--- config.mk ---
export PLATFORM = sky130hd
export DESIGN_NAME = serial_add_ctrl
export DESIGN_NICKNAME = d
export VERILOG_FILES = /design/src/rtl/serial_add_ctrl.sv
export SDC_FILE = /design/constraint.sdc
export NUM_CORES = 1
export LEC_CHECK = 0
export ABC_AREA = 1
export BUFFER_PORTS_ARGS = -buffer_cell sky130_fd_sc_hd__buf_4
export CORE_AREA = 5 5 42 44
export DETAILED_ROUTE_END_ITERATION = 16
export DIE_AREA = 0 0 47 49
export GPL_TIMING_DRIVEN = 0
export PLACE_DENSITY_LB_ADDON = 0.15
export SYNTH_ARGS = -nofsm -noshare
export SYNTH_HDL_FRONTEND = slang
export SYNTH_SLANG_ARGS = --single-unit
--- constraint.sdc ---
create_clock -name clk -period 2.6 [get_ports clk]
set_clock_uncertainty 0.15 [all_clocks]
set_input_delay 0.65 -clock clk [delete_from_list [all_inputs] [get_ports clk]]
set_output_delay 0.65 -clock clk [all_outputs]
set_load 0.1 [all_outputs]
--- src/rtl/serial_add_ctrl.sv ---
// Sequencer for a bit-serial adder built from three enabled shift registers.
// Loads operands, shifts WIDTH times forming sum bits via an internal carry flop.
module serial_add_ctrl #(
  parameter int unsigned WIDTH = 8
) (
  input  logic                     clk,
  input  logic                     reset,
  input  logic                     start,
  input  logic                     a_sout,
  input  logic                     b_sout,
  output logic                     sr_en,
  output logic                     sr_mode,
  output logic                     sum_bit,
  output logic                     cout,
  output logic                     busy,
  output logic                     done,
  output logic [$clog2(WIDTH)-1:0] bit_cnt
);

  localparam int unsigned CW = $clog2(WIDTH);
  localparam logic [CW-1:0] LAST = CW'(WIDTH - 1);

  typedef enum logic [1:0] {IDLE, LOAD, SHIFT, DONE} state_t;

  state_t state, state_nxt;
  logic   carry;
  logic   carry_new;

  assign carry_new = (a_sout & b_sout) | (a_sout & carry) | (b_sout & carry);

  always_ff @(posedge clk or posedge reset) begin
    if (reset) state <= IDLE;
    else       state <= state_nxt;
  end

  always_comb begin
    state_nxt = state;
    case (state)
      IDLE:    if (start) state_nxt = LOAD;
      LOAD:    state_nxt = SHIFT;
      SHIFT:   if (bit_cnt == LAST) state_nxt = DONE;
      DONE:    state_nxt = IDLE;
      default: state_nxt = IDLE;
    endcase
  end

  // bit_cnt holds at LAST on the final shift so it never leaves 0..WIDTH-1
  always_ff @(posedge clk or posedge reset) begin
    if (reset) begin
      carry   <= 1'b0;
      cout    <= 1'b0;
      bit_cnt <= '0;
    end else begin
      case (state)
        LOAD: begin
          carry   <= 1'b0;
          bit_cnt <= '0;
        end
        SHIFT: begin
          carry <= carry_new;
          if (bit_cnt == LAST) cout <= carry_new;
          else                 bit_cnt <= bit_cnt + 1'b1;
        end
        default: ;
      endcase
    end
  end

  always_comb begin
    sr_en   = 1'b0;
    sr_mode = 1'b0;
    busy    = 1'b0;
    done    = 1'b0;
    sum_bit = 1'b0;
    case (state)
      LOAD: begin
        sr_en = 1'b1;
        busy  = 1'b1;
      end
      SHIFT: begin
        sr_en   = 1'b1;
        sr_mode = 1'b1;
        busy    = 1'b1;
        sum_bit = a_sout ^ b_sout ^ carry;
      end
      DONE:    done = 1'b1;
      default: ;
    endcase
  end

endmodule

==> results by group <==
Logic synthesis
  – Post-synth top cells: 20 x nand2_1, 12 x inv_1, 7 x dfrtp_1
  – Synth top area cells: dfrtp_1 41%, ha_1 18%, nand2_1 18%
  – YS warnings: 0
  – Count leader, synth: nand2_1
  – Post-synth EDFFs: 0
  – Synthesized flop and latch total: 7
  – Post-Syn Nets: 65
  – Synth top area share: between 40% and 50%
  – Ys flop type: dfrtp_1
  – Mapped Avg Cell Area: ~8.1 um2
  – Register area share after synthesis: slightly above 40%
  – Cell count after synthesis: 53
  – Synth area leader: dfrtp_1
  – Unique masters post-synth: 11
  – Synth async-reset ratio: 100%
  – Synthesized area: around 430 um2

Global route
  – Grt total ovfl: 0
  – First-pass GRT wire length: ~1300 um
  – Pin count of the biggest net entering global routing: 8
  – Initial antenna violation count: 0
  – Vias in the first global route: about 330
  – All-Layer GR Usage: between 8 and 9%

Clocking
  – Clock Sinks: 7
  – Max Buffers Root-to-Sink: 2
  – CTS Hold Bufs: 0
  – Post-CTS Setup Bufs: 0
  – Max H-tree Level: 1
  – Num CTS Buffers: 3
  – Clk Latency, worst-skew pair: 0.24 ns
  – CTS tree: built
  – Clk pin slew, worst setup/hold paths: approximately 0.050 ns
  – Clock root buffer: clkbuf_4
  – Gates resized, CTS repair: 0

Critical path
  – Setup crit end: sum_bit
  – Worst endpoint required time: roughly 1.8 ns
  – CP Launch Point: a_sout
  – Top cell by count, worst path: buf_4
  – Worst Path Max Fanout: 1
  – Crit path DAT: roughly 1.7 ns
  – Crit-path slowest cell: fa_1
  – WS Path Type: in2out
  – Biggest cell delay along the critical path: between 0.5 and 0.6 ns
  – CP Cell Sequence: buf_4 -> inv_1 -> fa_1 -> nor2_4 -> buf_4
  – Reg2Reg Setup Slack: approximately 1.2 ns
  – Reg2reg end: bit_cnt[2]$_DFFE_PP0P_
  – R2R Path Start: bit_cnt[0]$_DFFE_PP0P_
  – Crit. End Element: output port
  – R2R cell count: 6
  – Element type at the critical path start: input pin

Placement
  – Port Buf Inserts: 13
  – DP HPWL: between 600 and 700 um
  – RePlAce Congestion: 0.727
  – Post-Place Cells: around 80
  – DP Worst Slack: roughly 0.12 ns

Timing
  – Worst slew pin tran: roughly 0.28 ns
  – Setup repair after global routing missed its margin: no
  – Worst-case hold slack: 0.190 ns
  – Max-slew violation total from the final report: 0
  – Tcrit/Tclk final: approximately 95%
  – Setup TNS: 0 ns
  – Final Hold Vio Count: 0
  – Fin crit period: approximately 2.5 ns
  – Final Setup Violations: 0
  – Slew HR: between 80% and 90%
  – FMAX: about 400 MHz
  – Post-route setup slack: between 0.1 and 0.15 ns

Die
  – FP Rows: 14
  – DIE HEIGHT: ~49 um
  – Starting Density: approximately 31%
  – Core Area: roughly 1400 um2
  – Die Width: roughly 47 um
  – Die area: around 2300 um2
  – I/O Pins: 14

Detailed routing
  – Routed length on met2: 383 um
  – DR vias: 351
  – Wire length on met1: 362 um
  – DRC Markers: 0
  – Top Layer Used: met4
  – Post-detailed-routing wire length: ~840 um
  – Iter 0 DRT Violations: 4
  – TritonRoute pass-1 iters: 2
  – Final ANT Viol Nets: 0
  – WL met3: around 70 um
  – Avg WL per Cell: roughly 10 um
  – Vias per cell: between 4 and 5

Cells and area
  – Area delta synth->final: 36.0%
  – NumNets Final: 83
  – N_diodes: 0
  – Layout fillers: between 150 and 200
  – Fraction of layout cells with a size suffix above 1: 27.1%
  – Post-route insts no fill: 86

Run
  – Max-Cap Viols: 0

Hold path
  – Hold WC Path Type: in2async

Status
  – Outcome: complete, no violations
-- registers in the layout (all words and copies together), names as in the netlist --
register,count
bit_cnt,3
state,2
carry,1
cout,1
-- worst min path at each step --
stage                             endpoint  cells after the start  slack (ns)
CTS                 bit_cnt[0]$_DFFE_PP0P_                      2        0.19
finish                state[1]$_DFFE_PP0P_                      2        0.19
floorplan           bit_cnt[0]$_DFFE_PP0P_                      1        0.30
global route          state[1]$_DFFE_PP0P_                      2        0.19
global placement          cout$_DFFE_PP0P_                      2        0.33
detailed placement        cout$_DFFE_PP0P_                      2        0.34
-- metal layers --
| layer | up-vias | track usage, % |
|---|---|---|
| li1 | 190 | - |
| met2 | 11 | 12.2 |
| met5 | - | 0 |
| met3 | 4 | 3.69 |
| met1 | 146 | 9.38 |
| met4 | 0 | 6.91 |
-- layout make-up --
class	count	area, um2	share of cell area [%]
inverter	12	45.0	7.74
timing repair buffer	13	97.6	16.8
tap	16	20.0	3.44
clock buffer	4	26.3	4.52
multi-input combinational	33	210	36.1
sequential	7	175	30.1
buffer	1	7.51	1.29
-- per-stage QoR --
stage	instance area (um2)	util, %
2_1_floorplan	438	-
3_3_place_gp	556	39.6
3_5_place_dp	556	39.6
4_1_cts	582	41.5
5_1_grt	582	41.5
6_report	582	41.5
-- cells by family (layout without fill, tap and decap cells) --
logic type	count (synthesis)	after routing	synth area share, %
fa+ha+maj	7	7	22.2
simple gates	23	23	20.8
flops	7	7	40.9
compound gates	3	3	3.80
buf+inv	13	30	12.3
-- worst max-delay path, delay by kind of cell --
| family | cells | cell delay [ns] |
|---|---|---|
| adder cells (fa/ha/maj) | 1 | 0.51 |
| buffers and inverters | 3 | 0.39 |
| AND/OR/NAND/NOR | 1 | 0.11 |
-- cell usage in the layout (no fill, tap or decap) --
cell type   n
o21ai_0     1
ha_1        5
nor2_4      1
buf_4      14
ha_2        1
clkbuf_1    1
fa_1        1
clkbuf_4    3
o22ai_1     1
inv_1      12
nand2_1    20
o21ai_1     1
nand3_1     2
dfrtp_1     7
Power is not shown: default switching activity piles up to over one toggle a cycle in this logic, so the estimate is an artifact.
